`config.mk`:
```
export PLATFORM = sky130hd
export DESIGN_NAME = param_sync_bank
export DESIGN_NICKNAME = d
export VERILOG_FILES = /design/src/rtl/param_sync_bank.sv
export SDC_FILE = /design/constraint.sdc
export NUM_CORES = 1
export LEC_CHECK = 0
export BUFFER_PORTS_ARGS = -buffer_cell sky130_fd_sc_hd__buf_4
export CAP_MARGIN = 0
export CORE_MARGIN = 8
export CORE_UTILIZATION = 25
export DETAILED_ROUTE_END_ITERATION = 12
export SLEW_MARGIN = 5
export SYNTH_ARGS = -nofsm -noshare
export SYNTH_HDL_FRONTEND = slang
export SYNTH_SLANG_ARGS = --single-unit
```
`constraint.sdc`:
```
create_clock -name clk -period 2.9 [get_ports clk]
set_clock_uncertainty 0.05 [all_clocks]
set_input_delay 0.435 -clock clk [delete_from_list [all_inputs] [get_ports clk]]
set_output_delay 0.435 -clock clk [all_outputs]
set_load 0.01 [all_outputs]
```
`src/rtl/param_sync_bank.sv`:
```
// ============================================================================
// Module   : param_sync_bank
// Purpose  : Brings NUM_CH asynchronous parameter words and the machine
//            start/stop acknowledges into the clk domain. Each captured word
//            is range-clamped into a shadow register and committed to the
//            live output immediately when idle, or only on a pulse-cycle
//            boundary while machining.
// Ports    : clk, sys_rst           - clock, synchronous active-high reset
//            machine_start_ack_i   - async start ack (rise sets is_machine)
//            machine_stop_ack_i    - async stop ack (rise clears is_machine)
//            change_ack_i          - async per-channel change ack
//            data_async_i          - per-channel words, stable while ack high
//            cycle_boundary_i      - end-of-period pulse from pulse generator
//            clear_flags_i         - clears the sticky flags
//            is_machine_o          - machining enable
//            data_out_o            - live committed parameters
//            pending_o             - shadow holds an uncommitted value
//            update_done_o         - one-cycle pulse on commit
//            clamp_flag_o          - sticky: a captured value was clamped
//            overrun_flag_o        - sticky: capture while already pending
// Revision : 1.0 - initial release
// ============================================================================
`default_nettype none

module param_sync_bank #(
    parameter int                       NUM_CH      = 4,
    parameter int                       DATA_W      = 16,
    parameter int                       SYNC_STAGES = 3,   // must be >= 2
    parameter logic [NUM_CH*DATA_W-1:0] MIN_VAL     = '0,
    parameter logic [NUM_CH*DATA_W-1:0] MAX_VAL     = '1,
    parameter logic [NUM_CH*DATA_W-1:0] RESET_VAL   = '0
) (
    input  logic                     clk,
    input  logic                     sys_rst,
    input  logic                     machine_start_ack_i,
    input  logic                     machine_stop_ack_i,
    input  logic [NUM_CH-1:0]        change_ack_i,
    input  logic [NUM_CH*DATA_W-1:0] data_async_i,
    input  logic                     cycle_boundary_i,
    input  logic                     clear_flags_i,
    output logic                     is_machine_o,
    output logic [NUM_CH*DATA_W-1:0] data_out_o,
    output logic [NUM_CH-1:0]        pending_o,
    output logic [NUM_CH-1:0]        update_done_o,
    output logic [NUM_CH-1:0]        clamp_flag_o,
    output logic [NUM_CH-1:0]        overrun_flag_o
);

    typedef enum logic {
        S_IDLE = 1'b0,
        S_PEND = 1'b1
    } state_t;

    localparam int NUM_ACK = NUM_CH + 2;
    localparam int START_IDX = NUM_CH;
    localparam int STOP_IDX  = NUM_CH + 1;

    logic [NUM_ACK-1:0] ack_all;
    logic [NUM_ACK-1:0] rise;
    logic               is_machine_q;
    logic               is_machine_d;

    assign ack_all = {machine_stop_ack_i, machine_start_ack_i, change_ack_i};

    // Synchroniser chain plus one extra flop; a rise is the last stage high
    // while its delayed copy is still low, so a held level yields one rise.
    for (genvar a = 0; a < NUM_ACK; a++) begin : g_sync
        logic [SYNC_STAGES:0] sync_q;

        always_ff @(posedge clk) begin
            if (sys_rst) begin
                sync_q <= '0;
            end else begin
                sync_q <= {sync_q[SYNC_STAGES-1:0], ack_all[a]};
            end
        end

        assign rise[a] = sync_q[SYNC_STAGES-1] & ~sync_q[SYNC_STAGES];
    end

    // Stop is checked first so simultaneous rises leave the machine stopped.
    always_comb begin
        is_machine_d = is_machine_q;
        if (rise[STOP_IDX]) begin
            is_machine_d = 1'b0;
        end else if (rise[START_IDX]) begin
            is_machine_d = 1'b1;
        end
    end

    always_ff @(posedge clk) begin
        if (sys_rst) begin
            is_machine_q <= 1'b0;
        end else begin
            is_machine_q <= is_machine_d;
        end
    end

    assign is_machine_o = is_machine_q;

    for (genvar i = 0; i < NUM_CH; i++) begin : g_ch
        logic [DATA_W-1:0] raw;
        logic [DATA_W-1:0] lo_lim;
        logic [DATA_W-1:0] hi_lim;
        logic [DATA_W-1:0] floored;
        logic [DATA_W-1:0] clamped;
        logic              commit;
        state_t            state_q, state_d;
        logic [DATA_W-1:0] shadow_q, shadow_d;
        logic [DATA_W-1:0] data_q, data_d;
        logic              done_q, done_d;
        logic              clamp_q, clamp_d;
        logic              ovr_q, ovr_d;

        assign raw    = data_async_i[i*DATA_W +: DATA_W];
        assign lo_lim = MIN_VAL[i*DATA_W +: DATA_W];
        assign hi_lim = MAX_VAL[i*DATA_W +: DATA_W];

        // Lower limit applied before upper so a misconfigured channel
        // (MIN > MAX) always resolves to MAX.
        assign floored = (raw < lo_lim) ? lo_lim : raw;
        assign clamped = (floored > hi_lim) ? hi_lim : floored;

        always_comb begin
            state_d  = state_q;
            shadow_d = shadow_q;
            data_d   = data_q;
            done_d   = 1'b0;
            clamp_d  = clamp_q & ~clear_flags_i;
            ovr_d    = ovr_q & ~clear_flags_i;
            commit   = (state_q == S_PEND) && (!is_machine_q || cycle_boundary_i);

            if (commit) begin
                data_d  = shadow_q;
                done_d  = 1'b1;
                state_d = S_IDLE;
            end

            // A rise on the commit edge re-arms the shadow after the old
            // value has been committed, so it is not an overrun.
            if (rise[i]) begin
                shadow_d = clamped;
                state_d  = S_PEND;
                if (clamped != raw) begin
                    clamp_d = 1'b1;
                end
                if ((state_q == S_PEND) && !commit) begin
                    ovr_d = 1'b1;
                end
            end
        end

        always_ff @(posedge clk) begin
            if (sys_rst) begin
                state_q  <= S_IDLE;
                shadow_q <= '0;
                data_q   <= RESET_VAL[i*DATA_W +: DATA_W];
                done_q   <= 1'b0;
                clamp_q  <= 1'b0;
                ovr_q    <= 1'b0;
            end else begin
                state_q  <= state_d;
                shadow_q <= shadow_d;
                data_q   <= data_d;
                done_q   <= done_d;
                clamp_q  <= clamp_d;
                ovr_q    <= ovr_d;
            end
        end

        assign data_out_o[i*DATA_W +: DATA_W] = data_q;
        assign pending_o[i]      = (state_q == S_PEND);
        assign update_done_o[i]  = done_q;
        assign clamp_flag_o[i]   = clamp_q;
        assign overrun_flag_o[i] = ovr_q;
    end

endmodule

`default_nettype wire
```
==> impl_summary.md, run 1 <==
STA
The final clock period utilization by the worst path is 68.28%. The worst pin sits at a relative slew slack of 48.05%. The number of slew-limit violations in the final report is 0. The final hold violation count is 0. The routed design could run at a clock period as short as 1.980 ns.

Setup violations remaining at the end of the flow were counted as 0. For this run, the top clock speed supported by timing is 505.0 MHz. The transition time at the pin with the least slew margin is 0.7782 ns. Setup repair after global routing left no endpoint under its margin.

The setup TNS after final layout is 0 ns.

Global route
The aggregate global-route resource usage is 11.23%. The maximum number of pins on one net before global-route repair is 86. The most crowded layer after global routing is met2. In the global route stage, met2 resource usage came out at 18.77%. The number of antenna violations at the first check in global routing was 0. Global routing used 3.787% of the available met3 tracks. The global-route wire length before repair is 26060 microns. The routing usage on met1 is 13.42%. The via count of the first global-routing pass is 4941. For this run the aggregate overflow at the end of global routing stands at 0.

Critical path
The maximum net fanout on the critical path is 20. Data on the critical path is required at its endpoint by 2.41 ns. The delay of the slowest cell on the worst path is 0.83 ns.

Grouping stages by cell kind, the critical path spends the most delay in flip-flops. Walking the worst path, the cells encountered are buf_4. Together, buffers and inverters on the worst path number 1. The path type of the worst setup path is reg -> out. Among all stages on the critical path, the largest delay is contributed by dfxtp_1. The critical path endpoint category is a primary output. The startpoint type of the worst setup path is a register.

The arrival time of the worst setup path is 1.50 ns. The flop-to-flop setup slack is 1.11 ns.

Yosys
The net count after synthesis is 770. A synthesized cell averages 8.695 sq um. The post-synthesis cell type count is 26.

The cell count after synthesis is 696. The sequential cell area fraction in the yosys report is 55.90%. For this run, the leading register cell type out of synthesis is dfxtp_1. The number of enable-type register cells in the synthesized netlist is 0.

Counting flops with an async set or reset pin after synthesis yields a share of 0%. The synthesized design contains 169 register bits. In this run the cell area of the synthesized design comes to 6052 sq um. The number of warnings printed during yosys synthesis is 0.

Clocking
Clock latency on the worst-skew pair, taken at its later pin, is 0.41 ns. In this run the clock root is driven by a clkbuf_16. The number of buffers added for setup after CTS is 0. The total clock sinks is 169. After clock tree synthesis, the clock-pin slew on the worst setup and hold paths is 0.07 ns.

Hold repair after CTS inserted 0 buffers. The TritonCTS buffer count is 17. CTS built an H-tree with a depth of 4. The number of gates given a new drive strength after cts is 0.

The CTS tree is yes. The maximum buffer depth of the clock tree is 2.

Power and ir drop
Summed over all nets, the switching power comes to 1.073 mW. The internal power of the cells totals 3.843 mW. In this run, the combinational gates consume 4.2% of the power. The cell area power density is 626.5 nW/um^2.

In this run switching power makes up 21.82% of total power. The leakage power total is 2.928 nW. The clock share of power is 47.6%. The peak supply drop is 0.3083 mV. The proportion of power drawn by flip-flops and latches is 48.2%.

After layout, the design draws a total of 4.916 mW.

Detailed routing
The post-detailed-route via-to-cell ratio is 4.313. In this run, the number of DRC markers left after iteration 0 of detailed routing was 291. The final antenna-violating net count is 0. The routed length per placed instance is 14.34 microns. The residual DRC count is 0. Summed over all layers, the routed wires come to 16360 microns. The detailed-route via count is 4921. The first TritonRoute pass finished after 5 iterations.

Die
The die covers 29440 sq um. Measured along the y axis, the die boundary spans 171.6 microns. In this run the count of I/O pins placed on the die edge is 155.

For this configuration, the core starts out at a cell density of 25.18%. After floorplanning, the core was divided into 57 placement rows. The floorplan step defined a core boundary enclosing 24030 sq um. The die boundary width is 171.6 microns.

Cells and area
From synthesis to final layout, the design area changed by 29.65%. The area occupied by registers is 3383 sq um. The finished layout holds 1141 standard cells, fillers aside. The number of fill cells in the layout is 2545. The final layout net count is 878.

The post-route netlist has 24.85% of its cells at a drive strength greater than 1. The number of antenna diodes in the final layout is 0. The area used by multi-input combinational logic is 2137 sq um.

Run
Max-cap violations in this run came to 0.

Place
Routability-driven placement finished with a final weighted congestion of 0.7205. The number of placed instances with taps included is 1109. The number of I/O port buffers is 154. Detailed placement ended at an HPWL of 11230 microns.

Outcome
The run finished with clean final reports.

Hold path
In this run the worst hold path is classified as in -> reg.
[Yosys cell counts, types with 5 or more instances]
master | n | area (sq um)
nor3_1 | 5 | 25.02
buf_8 | 6 | 90.09
nor2b_1 | 28 | 175.2
nand2b_1 | 6 | 37.54
o21ai_1 | 19 | 95.09
inv_1 | 5 | 18.77
a21oi_1 | 130 | 650.6
nand3_1 | 64 | 320.3
buf_4 | 19 | 142.6
buf_2 | 39 | 195.2
dfxtp_1 | 169 | 3383
o21ai_0 | 46 | 230.2
nand2_1 | 131 | 491.7
[cells in the final DEF (no fill, tap or decap), drive strengths merged]
master / count
a21oi: 130
a22o: 2
a32o: 2
and2: 4
buf: 165
bufinv: 3
clkbuf: 19
clkinv: 4
clkinvlp: 2
dfxtp: 169
inv: 13
nand2: 131
nand2b: 6
nand3: 64
nor2: 1
nor2b: 29
nor3: 5
nor3b: 1
o21ai: 65
o31ai: 1
o32ai: 1
[path summary, 6_finish.rpt]
| path | from | endpoint | cells after the start |
|---|---|---|---|
| worst max-delay path | g_ch[2].state_q$_SDFFE_PP0P_ | pending_o[2] | 1 |
| worst min-delay path | clear_flags_i | g_ch[3].ovr_q$_SDFF_PP0_ | 2 |
| worst max register to register | is_machine_o$_SDFFE_PP0P_ | g_ch[0].ovr_q$_SDFF_PP0_ | 4 |
| worst min register to register | g_sync[0].sync_q[0]$_SDFF_PP0_ | g_sync[0].sync_q[1]$_SDFF_PP0_ | 1 |
[cell families (layout without fill, tap and decap cells)]
family                 after synthesis  after routing  share of synthesized area [%]
buffers and inverters               85            206                          8.828
AO/OA/AOI/OAI                      201            201                          17.01
flip-flops                         169            169                          55.90
AND/OR/NAND/NOR                    241            241                          18.25
[per-layer routing]
layer  wire [microns]  vias to the layer above
met4              150                        0
met3             1058                        7
li1                 -                     2525
met1             7106                     2276
met2             8047                      113
met5                0                        -
[final cells by class]
cell class | instances | share of cell area [%]
clock inverter | 13 | 2.137
inverter | 9 | 0.4306
sequential | 169 | 43.12
timing repair buffer | 165 | 16.27
tap | 324 | 5.167
clock buffer | 19 | 5.645
multi-input combinational | 442 | 27.24
[through the flow]
step / instance area [sq um] / util (%) / setup slack (ns) / hold WS [ns]
after floorplan: 6052 / - / 1.620 / 0.3638
after global placement: 7236 / 30.11 / 1.058 / 0.3662
after detailed placement: 7236 / 30.11 / 1.033 / 0.3727
after CTS: 7846 / 32.65 / 0.8413 / 0.1467
after global routing: 7846 / 32.65 / 0.8062 / 0.1464
final: 7846 / 32.65 / 0.9198 / 0.1742
[power by group through the flow]
| stage | sequential [mW] | combinational [mW] | clock, mW |
|---|---|---|---|
| after floorplan | 2.42 | 0.108 | 0 |
| after global placement | 2.42 | 0.208 | 0 |
| after detailed placement | 2.42 | 0.210 | 0 |
| after CTS | 2.37 | 0.211 | 2.42 |
| after global routing | 2.38 | 0.229 | 2.51 |
| final | 2.37 | 0.206 | 2.34 |
[sequential cells by signal (all words and copies together) (netlist names)]
name,cells
g_ch.data_q,64
g_ch.shadow_q,64
g_sync.sync_q,24
g_ch.clamp_q,4
g_ch.done_q,4
g_ch.ovr_q,4
g_ch.state_q,4
is_machine_o,1
No activity file was read; power rests on OpenSTA's default activity.
==> run 2: changes to the inputs <==
Clock period 2.9 ns to 1.7 ns, I/O delays scaled along.
==> impl_summary.md, run 2 (synthesis results as in run 1) <==
Detailed routing
In this run the remaining antenna-violating nets after routing total 0. Wire segments on met3 add up to 1128 microns in the final route. The detailed-route via count is 4975. The detailed-routing wirelength on met1 is 7463 microns. Before antenna repair, the detailed router went through 4 iterations. The total length of routed met2 wires is 8040 microns. The post-detailed-route via-to-cell ratio is 4.311. Signal routing reaches up to met4. After detailed routing, the average wire length per cell comes to 14.53 microns.

Wires add up to 16770 microns. The starting DRC count in detailed routing is 344. The residual DRC count is 0.

Power and ir drop
The analysis attributes to cell leakage a power of 3.019 nW. The peak supply drop is 0.5197 mV. For this design the ratio of total power to cell area is 1074 nW/um^2.

Die
The core region is 24030 sq um. The die covers 29440 sq um. The die boundary width is 171.6 microns.

In this run the count of I/O pins placed on the die edge is 155. The die span in y is 171.6 microns. The initial utilization of the core area, before any placement, comes to 25.18%. The floorplan row count is 57.

Critical path
The arrival time of the worst setup path is 1.27 ns. On the critical path, the stage with the largest delay is an instance of dfxtp_1. The maximum net fanout on the critical path is 12. The critical path goes through buf_4. The kind of cell adding the most delay to the critical path is flip-flops. The worst setup path is captured at a primary output. STA classifies the critical path startpoint as a register. For this run, the slowest stage of the critical path takes 0.64 ns. The path type of the worst setup path is reg -> out. The number of buffer and inverter instances along the worst setup path is 1. The required time reported for the critical path endpoint is 1.39 ns.

Cells and area
After filler insertion, the fill cell instance count of the layout stands at 2542. The final layout contains 893 nets. The fraction of final layout cells with drive strength greater than 1 is 25.66%. The largest registers in the layout are g_ch.data_q x64, g_ch.shadow_q x64, g_sync.sync_q x24.

The final core utilization is 33.31%. Leaving out fill and tap cells, the most frequent cell in the layout is buf_4. The finished cells cover 8005 sq um.

0 antenna diodes ended up in the layout. In the layout the commonest cells are buf_4, dfxtp_1, nand2_1. From synthesis to final layout, the design area changed by 32.27%.

Place
Routability-driven placement finished with a final weighted congestion of 0.7151. The number of I/O port buffers is 154. The estimated wirelength of the detail-placed design is 11380 microns. After detailed placement, the total cell area comes to 7331 sq um.

Clocking
The level count of the clock H-tree is 4. The clock latency at the later pin of the worst-skew pair is 0.42 ns. The number of clock buffers added by TritonCTS is 17. The root buffer cell chosen for the clock tree is clkbuf_16. The total clock sinks is 169. The maximum buffer depth of the clock tree is 2. After clock tree synthesis, the clock-pin slew on the worst setup and hold paths is 0.07 ns. The number of gates resized after CTS was 0. The CTS tree is yes.

STA
The post-route worst hold slack is 0.03027 ns. After layout, the worst path uses 92.60% of the clock period. The timing-limited maximum frequency is 635.3 MHz. The number of slew-limit violations in the final report was 0. After routing, the total negative slack on setup checks comes to 0 ns. In this run the tightest slew margin relative to its limit is 60.54%.

Setup repair after global routing left no endpoint under its margin. The transition time at the pin with the least slew margin is 0.5919 ns. The smallest clock period supported by the final layout is computed as 1.574 ns. The final-report setup violation count is 0. The final hold violation count is 0.

Global route
The global-route wire length before repair is 26590 microns. The total congestion overflow after global routing is 0. The aggregate global-route resource usage is 11.44%. The number of antenna violations at the first check in global routing is 0. Entering global routing, the biggest net connects 71 pins. The via count of the first global-routing pass is 4873.

Outcome
The flow ran to the end, and the final reports show no timing, DRC or antenna violations.

Run
Max-cap violations in this run came to 0.

Hold path
The worst hold-check path type is in -> reg.
## run 2: changes by cell type in the layout (fill, tap and decap cells not counted)
cell	previous run	this run
buf_4	162	172
dlygate4sd3_1	0	4
inv_6	4	1
clkbuf_8	1	3
buf_12	3	4
bufinv_16	3	4
clkbuf_1	1	0
clkinv_2	2	1
clkinv_4	2	3
clkinvlp_4	2	1
## run 2: through the flow
step / total power [mW] / worst slack [ns] / std cells
final: 8.595 / 0.1258 / 1154
after global routing: 8.952 / 0.03693 / 1154
after CTS: 8.714 / 0.1014 / 1153
after detailed placement: 4.508 / 0.2999 / 1120
after global placement: 4.504 / 0.3280 / 1120
after floorplan: 4.310 / 0.5292 / 696
## run 2: what timing repair did
item                                   4_1_cts  5_1_grt
buffers inserted                             0        0
endpoints found under the hold margin        3        1
hold buffers                                 3        1
## run 2: power by group
part           internal [mW]  switching, mW  total, mW
Clock                   2.58           1.60       4.18
Sequential              4.02         0.0279       4.04
Combinational          0.182          0.191      0.373
Total                   6.77           1.82       8.59
## run 2: path summary, 6_finish.rpt
path / depth (start not counted) / slack, ns / from / to
setup reg to reg: 4 / 0.30 / is_machine_o$_SDFFE_PP0P_ / g_ch[2].data_q[3]$_SDFFE_PP0P_
hold / removal: 3 / 0.03 / data_async_i[49] / g_ch[3].shadow_q[1]$_SDFFE_PP0P_
hold reg to reg: 1 / 0.38 / g_sync[2].sync_q[0]$_SDFF_PP0_ / g_sync[2].sync_q[1]$_SDFF_PP0_
setup / recovery: 1 / 0.13 / g_ch[2].state_q$_SDFFE_PP0P_ / pending_o[2]
## run 2: worst reg2reg max path: stages, from the launching register on
cell and delay, ns:
dfxtp_1 0.41, nor2b_4 0.21, buf_4 0.35, o21ai_0 0.15
a21oi_1 0.16
## run 2: routing by layer
layer / up-vias / track usage (%)
li1: 2560 / -
met1: 2292 / 14.15
met2: 113 / 18.52
met3: 10 / 4.039
met4: 0 / 3.251
met5: - / 0
## run 2: layout make-up
cell class / count / area, sq um / share of cell area [%]
clock buffer: 20 / 466.7 / 5.830
clock inverter: 10 / 167.7 / 2.094
inverter: 9 / 33.78 / 0.4220
multi-input combinational: 442 / 2137 / 26.70
sequential: 169 / 3383 / 42.26
tap: 324 / 405.4 / 5.064
timing repair buffer: 180 / 1411 / 17.63
